==> src/rtl/commit_trace_monitor.sv <==
// commit_trace_monitor: shadow GPR/HI/LO file plus timestamped commit trace FIFO.
// Ends a run on halt PC or cycle limit and reports done once the trace drains.
module commit_trace_monitor #(
  parameter int DATA_WIDTH = 32,
  parameter int REG_COUNT  = 32,
  parameter int FIFO_DEPTH = 16,
  localparam int AW = $clog2(REG_COUNT)
) (
  input  logic                  clock,
  input  logic                  reset,
  input  logic                  enable,
  input  logic [31:0]           cycle_limit,
  input  logic [DATA_WIDTH-1:0] halt_pc,
  input  logic                  halt_pc_valid,
  input  logic [DATA_WIDTH-1:0] pc,
  input  logic                  wb_write_enable,
  input  logic [AW-1:0]         wb_write_address,
  input  logic [DATA_WIDTH-1:0] wb_write_data,
  input  logic                  hi_write_enable,
  input  logic [DATA_WIDTH-1:0] hi_write_data,
  input  logic                  lo_write_enable,
  input  logic [DATA_WIDTH-1:0] lo_write_data,
  output logic                  trace_valid,
  input  logic                  trace_ready,
  output logic [2:0]            trace_mask,
  output logic [AW-1:0]         trace_address,
  output logic [DATA_WIDTH-1:0] trace_gpr_data,
  output logic [DATA_WIDTH-1:0] trace_hi_data,
  output logic [DATA_WIDTH-1:0] trace_lo_data,
  output logic [31:0]           trace_cycle,
  input  logic [AW-1:0]         shadow_read_address,
  output logic [DATA_WIDTH-1:0] shadow_read_data,
  output logic [DATA_WIDTH-1:0] shadow_hi,
  output logic [DATA_WIDTH-1:0] shadow_lo,
  output logic                  done,
  output logic [1:0]            done_cause,
  output logic                  overflow,
  output logic [31:0]           write_count,
  output logic [31:0]           cycle_count
);

  localparam int FAW = $clog2(FIFO_DEPTH);
  localparam logic [FAW:0] PTR_ONE = 1;

  localparam logic [1:0] S_IDLE  = 2'd0;
  localparam logic [1:0] S_RUN   = 2'd1;
  localparam logic [1:0] S_DRAIN = 2'd2;
  localparam logic [1:0] S_DONE  = 2'd3;

  typedef struct packed {
    logic [2:0]            mask;
    logic [AW-1:0]         addr;
    logic [DATA_WIDTH-1:0] gpr;
    logic [DATA_WIDTH-1:0] hi;
    logic [DATA_WIDTH-1:0] lo;
    logic [31:0]           cyc;
  } entry_t;

  logic [1:0]            state;
  logic [DATA_WIDTH-1:0] shadow_q [REG_COUNT];
  logic [DATA_WIDTH-1:0] hi_q;
  logic [DATA_WIDTH-1:0] lo_q;
  entry_t                fifo_mem [FIFO_DEPTH];
  entry_t                new_entry;
  entry_t                head;
  logic [FAW:0]          wr_ptr;
  logic [FAW:0]          rd_ptr;

  logic       fifo_empty;
  logic       fifo_full;
  logic       running;
  logic       abort;
  logic       gpr_we;
  logic       gpr_in_range;
  logic [2:0] mask;
  logic       capture;
  logic       hit_pc;
  logic       hit_lim;
  logic       pop;
  logic       push;
  logic       drop;
  logic [31:0] wc_inc;

  assign fifo_empty = (wr_ptr == rd_ptr);
  assign fifo_full  = (wr_ptr[FAW] != rd_ptr[FAW]) &&
                      (wr_ptr[FAW-1:0] == rd_ptr[FAW-1:0]);

  assign running = (state == S_RUN) && enable;
  assign abort   = ((state == S_RUN) || (state == S_DRAIN)) && !enable;

  assign gpr_we       = wb_write_enable && (wb_write_address != '0);
  assign gpr_in_range = int'(wb_write_address) < REG_COUNT;
  assign mask    = running ? {lo_write_enable, hi_write_enable, gpr_we} : 3'b000;
  assign capture = |mask;

  assign hit_pc  = halt_pc_valid && (pc == halt_pc);
  assign hit_lim = (cycle_limit != '0) && (cycle_count == cycle_limit - 32'd1);

  // A full FIFO still accepts when the head leaves in the same cycle.
  assign pop  = !fifo_empty && trace_ready;
  assign push = capture && (!fifo_full || pop);
  assign drop = capture && fifo_full && !pop;

  assign wc_inc = 32'(mask[0]) + 32'(mask[1]) + 32'(mask[2]);

  always_comb begin
    new_entry      = '0;
    new_entry.mask = mask;
    new_entry.cyc  = cycle_count;
    if (mask[0]) begin
      new_entry.addr = wb_write_address;
      new_entry.gpr  = wb_write_data;
    end
    if (mask[1]) new_entry.hi = hi_write_data;
    if (mask[2]) new_entry.lo = lo_write_data;
  end

  always_ff @(posedge clock or negedge reset) begin
    if (!reset) begin
      state       <= S_IDLE;
      cycle_count <= '0;
      write_count <= '0;
      overflow    <= 1'b0;
      done_cause  <= '0;
    end else begin
      case (state)
        S_IDLE: begin
          if (enable) begin
            state       <= S_RUN;
            cycle_count <= '0;
            write_count <= '0;
            overflow    <= 1'b0;
            done_cause  <= '0;
          end
        end
        S_RUN: begin
          if (!enable) begin
            state      <= S_IDLE;
            done_cause <= '0;
          end else begin
            write_count <= write_count + wc_inc;
            if (drop) overflow <= 1'b1;
            if (hit_pc || hit_lim) begin
              state      <= S_DRAIN;
              done_cause <= {hit_lim, hit_pc};
            end else begin
              cycle_count <= cycle_count + 32'd1;
            end
          end
        end
        S_DRAIN: begin
          if (!enable) begin
            state      <= S_IDLE;
            done_cause <= '0;
          end else if (fifo_empty) begin
            state <= S_DONE;
          end
        end
        S_DONE: begin
          if (!enable) state <= S_IDLE;
        end
        default: state <= S_IDLE;
      endcase
    end
  end

  always_ff @(posedge clock or negedge reset) begin
    if (!reset) begin
      for (int i = 0; i < REG_COUNT; i++) shadow_q[i] <= '0;
      hi_q <= '0;
      lo_q <= '0;
    end else if ((state == S_IDLE) && enable) begin
      for (int i = 0; i < REG_COUNT; i++) shadow_q[i] <= '0;
      hi_q <= '0;
      lo_q <= '0;
    end else begin
      if (mask[0] && gpr_in_range) shadow_q[wb_write_address] <= wb_write_data;
      if (mask[1]) hi_q <= hi_write_data;
      if (mask[2]) lo_q <= lo_write_data;
    end
  end

  always_ff @(posedge clock or negedge reset) begin
    if (!reset) begin
      wr_ptr <= '0;
      rd_ptr <= '0;
    end else if (abort) begin
      wr_ptr <= '0;
      rd_ptr <= '0;
    end else begin
      if (push) wr_ptr <= wr_ptr + PTR_ONE;
      if (pop)  rd_ptr <= rd_ptr + PTR_ONE;
    end
  end

  always_ff @(posedge clock) begin
    if (push) fifo_mem[wr_ptr[FAW-1:0]] <= new_entry;
  end

  // Payload is forced to zero while empty so stale storage never leaks out.
  assign head           = fifo_mem[rd_ptr[FAW-1:0]];
  assign trace_valid    = !fifo_empty;
  assign trace_mask     = trace_valid ? head.mask : '0;
  assign trace_address  = trace_valid ? head.addr : '0;
  assign trace_gpr_data = trace_valid ? head.gpr  : '0;
  assign trace_hi_data  = trace_valid ? head.hi   : '0;
  assign trace_lo_data  = trace_valid ? head.lo   : '0;
  assign trace_cycle    = trace_valid ? head.cyc  : '0;

  assign shadow_read_data = (int'(shadow_read_address) < REG_COUNT) ?
                            shadow_q[shadow_read_address] : '0;
  assign shadow_hi = hi_q;
  assign shadow_lo = lo_q;
  assign done      = (state == S_DONE);

endmodule
==> config.mk <==
export PLATFORM = sky130hd
export DESIGN_NAME = commit_trace_monitor
export DESIGN_NICKNAME = d
export VERILOG_FILES = /design/src/rtl/commit_trace_monitor.sv
export SDC_FILE = /design/constraint.sdc
export NUM_CORES = 2
export LEC_CHECK = 0
export BUFFER_PORTS_ARGS = -buffer_cell sky130_fd_sc_hd__buf_2
export CAP_MARGIN = 20
export CORE_UTILIZATION = 40
export CTS_BUF_LIST = sky130_fd_sc_hd__clkbuf_16
export DETAILED_ROUTE_END_ITERATION = 16
export PLACE_DENSITY_LB_ADDON = 0.25
export SLEW_MARGIN = 10
export SYNTH_ARGS = -nofsm -noshare
export SYNTH_HDL_FRONTEND = slang
export SYNTH_SLANG_ARGS = --single-unit
==> constraint.sdc <==
create_clock -name clock -period 14.7 [get_ports clock]
set_input_delay 2.205 -clock clock [delete_from_list [all_inputs] [get_ports clock]]
set_output_delay 2.205 -clock clock [all_outputs]
set_load 0.01 [all_outputs]
==> results.yml <==
run_status:
  outcome: "finished, final reports clean"
logic_synthesis:
  synth.distinct_cells: 76
  synth_nets: 9349
  ys_seq_elements: 3343
  synth_area_per_cell_um2: 15.26
  synth.most_common_cell: "edfxtp_1"
  synth_ff_type: "edfxtp_1"
  synth.largest_area_cell: "edfxtp_1"
  syn_inst: 9123
  synth_common_cells: "edfxtp_1 (2176), nand2_1 (2085), dfrtp_1 (1167)"
  synth.area.top_cells: "edfxtp_1 (47%), dfrtp_1 (21%), mux4_2 (16%)"
  synthArstFlopShare_pct: 34.91
  synth_edf_count: 2176
  synth_top_area_share_pct: 46.93
  syn-cell-area_mm2: 0.1392
  ys_warn_count: 0
  synth_seq_area_share_pct: 67.90
worst_setup_path:
  cp_top_family: "buffers and inverters"
  cp_slowest_cell: "buf_4"
  crit_chain: "buf_8, buf_12, buf_4, mux4_2, mux4_2, mux2_2, buf_2"
  path_class: "primary input to primary output"
  critPathLaunch: "shadow_read_address[0]"
  crit_buf_inv: 4
  critical-path-max-stage-delay_ns: 0.90
  reg2reg_depth: 12
  startpoint_type: "primary input"
  crit_path_end: "shadow_read_data[29]"
  required_ns: 12.49
  timing.rr.end: "fifo_mem[1][79]"
  crit_path_frequent_cell: "mux4_2"
  critPathArrivalTime_ns: 6.17
  r2r_setup_slack_ns: 8.38
  crit-reg2reg-launch: "state[1]"
  cp-end-kind: "primary output"
  critPathMaxFanout: 105
  worst-path-stages: 7
timing:
  max_freq_mhz: 119.4
  whs_ns: 0.4853
  slew_viol_final: 0
  skew_ns: 0.03648
  slew_headroom_pct: 21.75
  fin_tns_setup_ns: 0
  rsz0062_at_grt: "false"
  setup_violations: 0
  hold_viol: 0
  layout_min_cycle_time_ns: 8.376
  worstMarginPinSlew_ns: 1.173
  post-route-period-util_pct: 56.98
final_layout:
  final_nets: 9677
  final_layout_size_suffix_gt1_share_pct: 23.59
  area_growth_pct: 13.37
  stdcell_area_mm2: 0.1579
  finalNonFillerCells: 14342
floorplanning:
  ios: 511
  die_area_mm2: 0.3505
  dieHeight_um: 592.0
  die_w_um: 592.0
  initial_core_util_pct: 40.22
  core_mm2: 0.3462
  rows: 216
clock_network:
  cts_resized: 0
  path_clk_slew_ns: 0.05
  cts_hold_buf: 0
  cts.sinks: 3343
  cts_tree: "done"
  clk_latency_ns: 0.92
  cts_root_buffer: "clkbuf_16"
  cts_setup_buffers: 0
  clockBufferDepth: 4
  htree_levels: 5
  cts_made_buffers: 363
detailed_routing:
  routedWlPerCell_um: 27.69
  drt_iter0_drc: 8982
  drt_pass1_iterations: 6
  wl_um: 397200
  vias: 82553
  via_per_inst: 5.756
  drc: 0
  ant_nets: 0
global_routing:
  grt_antenna_before_repair: 30
  grt_max_degree: 205
  overflow: 0
  grt_first_pass_wirelength_um: 577700
  track_usage_pct: 22.43
  grt_pass1_vias: 85163
min_path:
  hp-start: "shadow_q[997]"
  whs_path_depth: 1
  hold_class: "flip-flop to flip-flop"
pwr:
  p_per_area_mw_per_mm2: 161.2
  vdd_drop_max_mv: 0.2245
  power.leakage_nw: 57.08
placement:
  numPortBuffers: 510
  place.gp.congestion: 0.8230
  place_inst: 13659
  placed_area_mm2: 0.1465
  hpwl_um: 214100
flow_run:
  maxCapViolCount: 0
routing by layer:
layer	track usage (%)	share of wire (%)	wire, um
met5	0	0.040	158
met4	6.404	2.9	11640
met3	4.201	7.5	29920
met2	37.59	49	195400
met1	29.92	40	160100
kinds of logic (layout without fill, tap and decap cells):
group                      after synthesis  after routing  synth area share [%]
other                                    0             17                     0
buffers and inverters                  806           1430                 2.291
xor gates and xnor gates                80             80                0.5032
muxes                                 1047           1047                 16.54
AOI/OAI and AO/OA                     1192           1192                 4.625
DFF                                   3343           3343                 67.90
adders and majority gates               16             16                0.1546
and+or+nand+nor                       2639           2639                 7.985
worst min path at each step:
| stage | end | slack [ns] |
|---|---|---|
| after floorplan | shadow_q[1000] | 0.45 |
| after global placement | write_count[31] | 0.47 |
| after detailed placement | shadow_q[1020] | 0.47 |
| after CTS | shadow_q[993] | 0.49 |
| after global routing | shadow_q[1001] | 0.50 |
| final | shadow_q[997] | 0.49 |
metrics by stage:
stage                     util (%)  power, mW  worst slack [ns]
final                        45.60      25.45             6.324
after global routing         45.59      26.48             5.976
after CTS                    45.57      25.79             6.187
after detailed placement     42.32      17.11             6.192
after global placement       42.32      17.03             6.247
after floorplan                  -      14.76            0.8565
cell usage in the layout, fill, tap and decap left out, drive strengths merged, types with 64 or more instances in the layout:
master	instances
and2	74
buf	686
nand2	2085
inv	189
a21oi	1020
clkinv	160
mux4	1000
dfrtp	1167
nor2	82
nor2b	147
a22o	64
clkbuf	367
edfxtp	2176
cell type report:
class                      count  area (um^2)
timing repair buffer         686         4210
fill                       29873       188300
sequential                  3343        94560
multi-input combinational   4974        41780
inverter                      83        311.5
tap                         4578         5728
clock inverter               294         2053
clock buffer                 367         9184
antenna                       17        42.54
report_power, final:
group | switching [mW] | internal [mW]
clock | 3.80 | 4.89
sequential | 0.249 | 10.6
combinational | 3.51 | 2.44
total | 7.55 | 17.9
registers in the layout (all words and copies together), names as in the netlist, 2 cells and up:
| name | cells |
|---|---|
| done_cause | 2 |
| state | 2 |
| rd_ptr | 5 |
| shadow_q | 1024 |
| cycle_count | 32 |
| shadow_lo | 32 |
| fifo_mem | 2176 |
| shadow_hi | 32 |
| write_count | 32 |
| wr_ptr | 5 |
(Power assumes the default switching activity.)
